===== src/rtl/decode_issue_queue_if.sv =====
// Handshake bundle between decode, the issue queue and the issue stage.
// slave = the queue itself; master = the surrounding decode/issue/execute logic.
interface decode_issue_queue_if #(
    parameter int DEPTH     = 4,
    parameter int PAYLOAD_W = 64
);
    localparam int CNT_W = $clog2(DEPTH + 1);

    logic                 flush_i;
    logic [PAYLOAD_W-1:0] in_instr_i;
    logic                 in_is_ctrl_flow_i;
    logic                 in_valid_i;
    logic                 in_ready_o;
    logic [PAYLOAD_W-1:0] issue_instr_o;
    logic                 issue_is_ctrl_flow_o;
    logic                 issue_valid_o;
    logic                 issue_ack_i;
    logic                 resolve_branch_i;
    logic                 branch_pending_o;
    logic [CNT_W-1:0]     count_o;

    modport slave (
        input  flush_i, in_instr_i, in_is_ctrl_flow_i, in_valid_i,
        input  issue_ack_i, resolve_branch_i,
        output in_ready_o, issue_instr_o, issue_is_ctrl_flow_o, issue_valid_o,
        output branch_pending_o, count_o
    );

    modport master (
        output flush_i, in_instr_i, in_is_ctrl_flow_i, in_valid_i,
        output issue_ack_i, resolve_branch_i,
        input  in_ready_o, issue_instr_o, issue_is_ctrl_flow_o, issue_valid_o,
        input  branch_pending_o, count_o
    );
endinterface


===== src/rtl/decode_issue_queue.sv =====
// Decode-to-issue FIFO that stalls issue behind an unresolved control-flow instruction.
// Optional feature: define ISSUE_QUEUE_BYPASS_EN for a 0-cycle empty-queue bypass.
module decode_issue_queue #(
    parameter int DEPTH     = 4,
    parameter int PAYLOAD_W = 64
) (
    input logic                  clk_i,
    input logic                  rst_i,
    decode_issue_queue_if.slave  q
);
    localparam int PTR_W = (DEPTH > 1) ? $clog2(DEPTH) : 1;
    localparam int CNT_W = $clog2(DEPTH + 1);
    localparam logic [PTR_W-1:0] LAST_PTR = PTR_W'(DEPTH - 1);
    localparam logic [CNT_W-1:0] FULL_CNT = CNT_W'(DEPTH);

    logic [PAYLOAD_W-1:0] payload [DEPTH];
    logic                 ctrl    [DEPTH];
    logic [PTR_W-1:0]     rd_ptr, wr_ptr;
    logic [CNT_W-1:0]     count;
    logic                 pending;

    logic in_ready, head_valid, bypass, take_bypass, push, pop, popped_ctrl;

    // Explicit wrap so non-power-of-two depths work.
    function automatic logic [PTR_W-1:0] next_ptr(input logic [PTR_W-1:0] p);
        return (p == LAST_PTR) ? '0 : p + PTR_W'(1);
    endfunction

    always_comb begin
        in_ready   = (count < FULL_CNT);
        head_valid = (count != '0) && !pending;
`ifdef ISSUE_QUEUE_BYPASS_EN
        bypass     = (count == '0) && !pending && q.in_valid_i && !q.flush_i;
`else
        bypass     = 1'b0;
`endif
        take_bypass = bypass && q.issue_ack_i;
        push        = q.in_valid_i && in_ready && !q.flush_i && !take_bypass;
        pop         = q.issue_ack_i && head_valid && !q.flush_i;
        popped_ctrl = (pop && ctrl[rd_ptr]) || (take_bypass && q.in_is_ctrl_flow_i);
    end

    assign q.in_ready_o       = in_ready;
    assign q.count_o          = count;
    assign q.branch_pending_o = pending;
    assign q.issue_valid_o    = head_valid || bypass;
`ifdef ISSUE_QUEUE_BYPASS_EN
    assign q.issue_instr_o        = bypass ? q.in_instr_i : payload[rd_ptr];
    assign q.issue_is_ctrl_flow_o = bypass ? q.in_is_ctrl_flow_i : ctrl[rd_ptr];
`else
    assign q.issue_instr_o        = payload[rd_ptr];
    assign q.issue_is_ctrl_flow_o = ctrl[rd_ptr];
`endif

    // Payload storage carries no reset; only the control state below is cleared.
    always_ff @(posedge clk_i) begin
        if (push) begin
            payload[wr_ptr] <= q.in_instr_i;
            ctrl[wr_ptr]    <= q.in_is_ctrl_flow_i;
        end
    end

    always_ff @(posedge clk_i) begin
        if (rst_i || q.flush_i) begin
            rd_ptr  <= '0;
            wr_ptr  <= '0;
            count   <= '0;
            pending <= 1'b0;
        end else begin
            if (push) wr_ptr <= next_ptr(wr_ptr);
            if (pop)  rd_ptr <= next_ptr(rd_ptr);
            case ({push, pop})
                2'b10:   count <= count + CNT_W'(1);
                2'b01:   count <= count - CNT_W'(1);
                default: count <= count;
            endcase
            // A newly issued branch outranks a same-cycle resolve of the old one.
            if (popped_ctrl)            pending <= 1'b1;
            else if (q.resolve_branch_i) pending <= 1'b0;
        end
    end
endmodule

===== src/flat_wrapper.sv =====
// flat-port wrapper written by rule: the top's interface ports become plain ports
module decode_issue_queue_flat 
#(
    parameter int DEPTH     = 4,
    parameter int PAYLOAD_W = 64
)
  (clk_i, rst_i, q_flush_i, q_in_instr_i, q_in_is_ctrl_flow_i, q_in_valid_i, q_issue_ack_i, q_resolve_branch_i, q_in_ready_o, q_issue_instr_o, q_issue_is_ctrl_flow_o, q_issue_valid_o, q_branch_pending_o, q_count_o);
  decode_issue_queue_if #(.DEPTH(DEPTH), .PAYLOAD_W(PAYLOAD_W)) q_i ();
  input logic clk_i;
  input logic rst_i;
  input wire logic [$bits(q_i.flush_i)-1:0] q_flush_i;
  input wire logic [$bits(q_i.in_instr_i)-1:0] q_in_instr_i;
  input wire logic [$bits(q_i.in_is_ctrl_flow_i)-1:0] q_in_is_ctrl_flow_i;
  input wire logic [$bits(q_i.in_valid_i)-1:0] q_in_valid_i;
  input wire logic [$bits(q_i.issue_ack_i)-1:0] q_issue_ack_i;
  input wire logic [$bits(q_i.resolve_branch_i)-1:0] q_resolve_branch_i;
  output wire logic [$bits(q_i.in_ready_o)-1:0] q_in_ready_o;
  output wire logic [$bits(q_i.issue_instr_o)-1:0] q_issue_instr_o;
  output wire logic [$bits(q_i.issue_is_ctrl_flow_o)-1:0] q_issue_is_ctrl_flow_o;
  output wire logic [$bits(q_i.issue_valid_o)-1:0] q_issue_valid_o;
  output wire logic [$bits(q_i.branch_pending_o)-1:0] q_branch_pending_o;
  output wire logic [$bits(q_i.count_o)-1:0] q_count_o;
  assign q_i.flush_i = q_flush_i;
  assign q_i.in_instr_i = q_in_instr_i;
  assign q_i.in_is_ctrl_flow_i = q_in_is_ctrl_flow_i;
  assign q_i.in_valid_i = q_in_valid_i;
  assign q_i.issue_ack_i = q_issue_ack_i;
  assign q_i.resolve_branch_i = q_resolve_branch_i;
  assign q_in_ready_o = q_i.in_ready_o;
  assign q_issue_instr_o = q_i.issue_instr_o;
  assign q_issue_is_ctrl_flow_o = q_i.issue_is_ctrl_flow_o;
  assign q_issue_valid_o = q_i.issue_valid_o;
  assign q_branch_pending_o = q_i.branch_pending_o;
  assign q_count_o = q_i.count_o;
  decode_issue_queue #(.DEPTH(DEPTH), .PAYLOAD_W(PAYLOAD_W)) u_core (.clk_i(clk_i), .rst_i(rst_i), .q(q_i));
endmodule

===== config.mk =====
export PLATFORM = sky130hd
export DESIGN_NAME = decode_issue_queue_flat
export DESIGN_NICKNAME = d
export VERILOG_FILES = /design/src/rtl/decode_issue_queue_if.sv /design/src/rtl/decode_issue_queue.sv /design/src/flat_wrapper.sv
export SDC_FILE = /design/constraint.sdc
export NUM_CORES = 1
export LEC_CHECK = 0
export BUFFER_PORTS_ARGS = -buffer_cell sky130_fd_sc_hd__buf_2
export CAP_MARGIN = 0
export CORE_UTILIZATION = 25
export DETAILED_ROUTE_END_ITERATION = 16
export PLACE_DENSITY = 0.46
export SKIP_LAST_GASP = 1
export SLEW_MARGIN = 20
export SYNTH_ARGS = -nofsm -noshare
export SYNTH_HDL_FRONTEND = slang
export SYNTH_SLANG_ARGS = --single-unit

===== constraint.sdc =====
create_clock -name clk_i -period 7.5 [get_ports clk_i]
set_input_delay 0.375 -clock clk_i [delete_from_list [all_inputs] [get_ports clk_i]]
set_output_delay 0.375 -clock clk_i [all_outputs]
set_load 0.1 [all_outputs]

==> flow_metrics.py, run 1 <==
metrics = {
    "drt": {
        "drt-vias-per-instance": 4.18,
        "route.detailed.drc": 0,
        "wl_per_cell_microns": 17.9,
        "first_pass_iters": 4,
        "wl_mm": 19.7,
        "vias": 4587,
        "drtIter0Drc": 194,
        "ant_nets": 0,
    },
    "power_and_ir_drop": {
        "p_comb_frac": 0.066,
        "p_int_uw": 2560,
        "ir_drop_mv": 0.165,
        "pwr-share-seq": 0.511,
        "leakage_uw": 0.00396,
        "p_switching_uw": 724,
        "power_density_nw_per_um2": 269,
        "swShare": 0.220,
        "pwr-share-clk": 0.422,
    },
    "cells_and_area": {
        "fin_nets": 640,
        "final_cell_mix": "edfxtp_1 (260), buf_2 (141), mux4_2 (65), clkbuf_16 (31)",
        "area_delta_synth_final_pct": 23.6,
        "num-fill-cells": 3721,
        "final_layout_size_suffix_gt1_frac": 0.450,
        "antenna_cells": 0,
        "final_common_cell": "edfxtp_1",
    },
    "grt": {
        "use_met1": 0.121,
        "grt.busiest_layer": "met2",
        "antenna_found_initial": 1,
        "grt_pass1_wl_mm": 30.6,
        "grt_usage": 0.0990,
        "grt_start_max_net_pins": 66,
        "grt_pass1_vias": 5136,
        "use_met2": 0.171,
        "grt_overflow_total": 0,
        "grtUsageMet3": 0.0300,
    },
    "synthesis": {
        "avgSynthCellArea_sq_um": 24.8,
        "syn-num-nets": 477,
        "yosysUniqueCellTypes": 25,
        "yosysSeqAreaShare": 0.810,
        "yosys_warnings": 0,
        "yosys_register_bits": 270,
        "syn_area_sq_um": 9890,
        "netlist_instances": 399,
    },
    "setup_path": {
        "path_cells": "buf_4, mux4_2, buf_2",
        "startpoint_type": "flip-flop",
        "crit_fanout": 34,
        "cpPeakStageDelay_ns": 0.84,
        "worst_setup_path_end_kind": "output pin",
        "critPathSlowestCell": "dfxtp_4",
        "crit_required_ns": 7.12,
        "worstSetupPathType": "reg -> out",
        "worstPathArrival_ns": 3.03,
        "ff2ff_path_depth": 4,
        "crit_path_end": "q_issue_instr_o[61]",
        "regToRegSetupSlack_ns": 5.02,
        "reg2reg_to": "u_core.q.branch_pending_o",
    },
    "sta": {
        "finalSetupViolCount": 0,
        "fin_crit_ns": 3.40,
        "layout_setup_ws_ns": 4.10,
        "tns_ns": 0,
        "grt_setup_unrepaired": "no",
        "min_period_over_period": 0.453,
        "max_freq_ghz": 0.294,
        "skew_ns": 0.0103,
        "hold_viol_final": 0,
        "slew_headroom": 0.290,
        "tightestPinTransition_ns": 1.06,
        "maxSlewViolCount": 0,
    },
    "clock_network": {
        "htree_num_levels": 1,
        "cts_resized": 0,
        "ctsHoldBuffers": 0,
        "cts_buffer_depth": 3,
        "clk-insertion-delay-late_ns": 0.55,
        "cts-root-buf": "clkbuf_16",
        "post_cts_buffers": 0,
        "clkTransAtPathRegs_ns": 0.06,
        "cts_tree": "yes",
        "numCtsBuffers": 30,
        "cts_sinks": 270,
    },
    "placed_design": {
        "hpwl_mm": 11.0,
        "pre_cts_ws_ns": 4.51,
        "place_congestion": 0.715,
        "port_buffers": 141,
    },
    "outcome": {
        "outcome": "completed",
    },
    "flow_run": {
        "maxCapViolCount": 0,
    },
    "floorplanning": {
        "die_w_microns": 201,
        "die_y_microns": 201,
        "start_util": 0.255,
        "ios": 142,
        "num_rows": 72,
        "fp.dieArea_sq_um": 40300,
        "core_sq_um": 38800,
    },
    "min_path": {
        "hp-class": "in -> reg",
    },
}
## how the worst min path moves through the flow
| stage | startpoint | end | slack (ns) | depth (start not counted) |
|---|---|---|---|---|
| after global placement | u_core.rd_ptr[1] | flip-flop | 0.47 | 2 |
| final | q_in_instr_i[53] | u_core.payload[1][53] | 0.04 | 1 |
| after floorplan | u_core.rd_ptr[1] | flip-flop | 0.47 | 2 |
| after detailed placement | u_core.rd_ptr[1] | flip-flop | 0.49 | 2 |
| after global routing | q_in_instr_i[22] | u_core.payload[0][22] | 0.0005 | 1 |
| after CTS | q_in_instr_i[54] | u_core.payload[0][54] | 0.002 | 1 |
## power groups by stage
stage                     clock network, uW  logic [uW]  registers (uW)
after global placement                    0         214            1710
after floorplan                           0         156            1710
after detailed placement                  0         219            1710
final                                  1390         219            1680
after global routing                   1490         229            1680
after CTS                              1440         220            1680
## metal layers
layer / share of wire / routed length (microns) / vias to the layer above
li1: - / - / 2010
met1: 0.41 / 8050 / 2396
met2: 0.51 / 10000 / 141
met3: 0.062 / 1220 / 38
met4: 0.019 / 370 / 2
met5: 0.00066 / 13 / -
## state kept, by name, summed over array words and instances, names as in the netlist, named ones only
register and flops:
u_core.ctrl 4, u_core.payload 256, u_core.q.branch_pending_o 1, u_core.q.count_o 3, u_core.rd_ptr 2, u_core.wr_ptr 2
## cells by family after synthesis
logic type      share of synthesized area
fa+ha+maj                         0.00962
simple gates                       0.0137
xor+xnor                          0.00177
flops                               0.810
buf+inv                            0.0109
mux                                 0.150
compound gates                    0.00405
## cell usage after synthesis
cell,instances,area [sq um]
edfxtp_1,260,7810
mux4_2,65,1460
dfxtp_1,10,200
nor2_1,8,30.0
inv_1,7,26.3
buf_4,6,45.0
ha_1,6,75.1
a21oi_1,5,25.0
clkbuf_1,5,18.8
and2_1,4,25.0
o21ai_0,3,15.0
buf_1,2,7.51
buf_2,2,10.0
mux2i_1,2,20.0
nand3_1,2,10.0
or3_1,2,12.5
xor2_1,2,17.5
fa_1,1,20.0
nor3_1,1,5.00
nor3b_1,1,7.51
nor3b_2,1,12.5
or2_2,1,6.26
or2b_1,1,7.51
or3b_4,1,11.3
or4_1,1,7.51
## layout make-up
cell class | count | area, sq um | share of cell area
clock buffer | 41 | 843 | 0.0690
clock inverter | 9 | 95.1 | 0.00778
inverter | 7 | 26.3 | 0.00215
multi-input combinational | 107 | 1780 | 0.146
sequential | 270 | 8020 | 0.656
tap | 518 | 648 | 0.0530
timing repair buffer | 146 | 808 | 0.0662
## critical path, delay by kind of cell, from the launching register on
kind | cells | cell delay [ns]
buffers and inverters | 2 | 0.99
flip-flops | 1 | 0.84
multiplexers | 1 | 0.61
## through the flow
stage,instances,area (sq um),total power (uW),hold WS (ns),utilization
detailed placement,1044,11200,1930,0.495,0.288
global placement,1044,11200,1930,0.470,0.288
floorplan,399,9890,1870,0.472,-
CTS,1094,12100,3340,0.00197,0.312
global route,1098,12200,3400,0.000478,0.315
finish,1098,12200,3290,0.0381,0.315
Power figures use the tool's default switching activity.
==> run 2: changes to the inputs <==
Clock period 7.5 ns to 3.3 ns, I/O delays scaled along.
==> run 2 against run 1 <==
Against the previous run:
- clock skew about the same
- power increased by 130%
- sequential share of layout area decreased by 3.7 points
- register-to-register slack got worse by 4.0 ns
- clock power increased by 130%
- die area unchanged
- design area increased by 6.0%
- critical path depth unchanged
- routed wire length increased by 6.9%
- highest routed layer unchanged
- worst hold slack improved by 0.028 ns
==> flow_metrics.py, run 2 (synthesis gave the netlist of run 1 again) <==
metrics = {
    "floorplanning": {
        "die_w_microns": 201,
        "ios": 142,
        "num_rows": 72,
        "start_util": 0.255,
        "die_y_microns": 201,
        "fp.dieArea_sq_um": 40300,
        "core_sq_um": 38800,
    },
    "sta": {
        "hold_viol_final": 0,
        "tns_ns": 0,
        "hold-worst-slack_ns": 0.0662,
        "min_period_over_period": 0.829,
        "layout_setup_ws_ns": 0.563,
        "skew_ns": 0.00998,
        "maxSlewViolCount": 0,
        "finalSetupViolCount": 0,
        "slew_headroom": 0.590,
        "tightestPinTransition_ns": 0.615,
        "fin_crit_ns": 2.74,
        "grt_setup_unrepaired": "no",
        "max_freq_ghz": 0.365,
    },
    "power_and_ir_drop": {
        "power_uw": 7550,
        "power_density_nw_per_um2": 583,
        "pwr-share-clk": 0.420,
        "pwr-share-seq": 0.506,
        "ir_drop_mv": 0.344,
        "swShare": 0.227,
        "p_comb_frac": 0.075,
        "leakage_uw": 0.00427,
        "p_switching_uw": 1720,
        "p_int_uw": 5830,
    },
    "setup_path": {
        "worst_setup_path_end_kind": "output pin",
        "crit_required_ns": 3.13,
        "worstPathArrival_ns": 2.57,
        "startpoint_type": "flip-flop",
        "crit_fanout": 28,
        "worstSetupPathType": "reg -> out",
    },
    "drt": {
        "vias": 4838,
        "drtIter0Drc": 179,
        "first_pass_iters": 4,
        "route.detailed.drc": 0,
        "drt-vias-per-instance": 4.11,
        "ant_nets": 0,
        "wl_mm": 21.0,
        "wl_per_cell_microns": 17.9,
    },
    "clock_network": {
        "clk-insertion-delay-late_ns": 0.54,
        "htree_num_levels": 1,
        "clkTransAtPathRegs_ns": 0.06,
        "cts_buffer_depth": 3,
        "cts-root-buf": "clkbuf_16",
        "numCtsBuffers": 30,
        "cts_sinks": 270,
        "cts_tree": "yes",
    },
    "placed_design": {
        "placed_cell_area_sq_um": 11300,
        "pre_cts_ws_ns": 0.984,
        "hpwl_mm": 13.0,
        "port_buffers": 141,
        "place_congestion": 0.679,
    },
    "cells_and_area": {
        "antenna_cells": 0,
        "final-seq-area_sq_um": 8020,
        "top_register": "u_core.payload",
        "largest_reg_flops": 256,
        "area_delta_synth_final_pct": 31.0,
        "final_layout_size_suffix_gt1_frac": 0.407,
        "finalInstanceArea_sq_um": 12900,
        "num-fill-cells": 3730,
        "final_common_cell": "edfxtp_1",
        "multiInputGateArea_sq_um": 1780,
        "final_cell_mix": "edfxtp_1 (260), buf_2 (141), dlygate4sd3_1 (69), mux4_2 (65), clkbuf_16 (31)",
        "fin_nets": 714,
    },
    "grt": {
        "grt_pass1_wl_mm": 32.5,
        "grt_pass1_vias": 5531,
        "grt_start_max_net_pins": 38,
        "grt_usage": 0.105,
        "antenna_found_initial": 1,
        "grt_overflow_total": 0,
    },
    "flow_run": {
        "maxCapViolCount": 0,
    },
    "outcome": {
        "outcome": "completed",
    },
    "min_path": {
        "hp-class": "in -> reg",
    },
}
## run 2: cell count changes in the layout (fill, tap and decap cells not counted), sizes merged
cell,previous run,this run
clkbuf,41,38
clkinv,6,11
buf,146,151
clkinvlp,1,3
inv,7,8
dlygate4sd3,0,69
## run 2: worst max-delay path: stages, from the launching register on
cell and delay, ns:
dfxtp_4 0.74, buf_12 0.32, mux4_2 0.58, buf_2 0.32
## run 2: power by group through the flow
| stage | logic (uW) | clock network, uW | registers [uW] |
|---|---|---|---|
| 6_report | 564 | 3170 | 3820 |
| 3_3_place_gp | 498 | 0 | 3890 |
| 3_5_place_dp | 507 | 0 | 3890 |
| 2_1_floorplan | 355 | 0 | 3900 |
| 4_1_cts | 575 | 3280 | 3820 |
| 5_1_grt | 594 | 3410 | 3820 |
## run 2: worst paths after layout
kind                                     startpoint                    end  slack, ns  cells after the start
worst max register to register  u_core.q.count_o[2]  u_core.payload[1][43]       1.03                      3
worst min register to register     u_core.rd_ptr[1]              flip-flop       0.50                      2
worst min-delay path                  q_issue_ack_i              flip-flop       0.07                      4
worst max-delay path                      flip-flop    q_issue_instr_o[12]       0.56                      3
## run 2: repair_timing
| item | 4_1_cts | 5_1_grt |
|---|---|---|
| hold buffers | 69 | 0 |
| gates resized for setup | 0 | 0 |
| hold endpoints to repair | 269 | 0 |
| setup buffers | 0 | 0 |
## run 2: through the flow
step	utilization	std cells
detailed placement	0.291	1053
global route	0.334	1177
floorplan	-	399
finish	0.334	1177
global placement	0.291	1053
CTS	0.334	1177
## run 2: per-layer routing
metal	up-vias	wire, microns	track usage
li1	2164	-	-
met1	2521	9040	0.131
met2	122	10500	0.180
met3	29	1170	0.0269
met4	2	368	0.0303
met5	-	10	0
## run 2: layout make-up
| type | count | area share |
|---|---|---|
| Inverter | 7 | 0.00203 |
| Sequential cell | 270 | 0.619 |
| Clock inverter | 17 | 0.0110 |
| Tap cell | 518 | 0.0500 |
| Clock buffer | 38 | 0.0619 |
| Timing Repair Buffer | 220 | 0.118 |
| Multi-Input combinational cell | 107 | 0.138 |
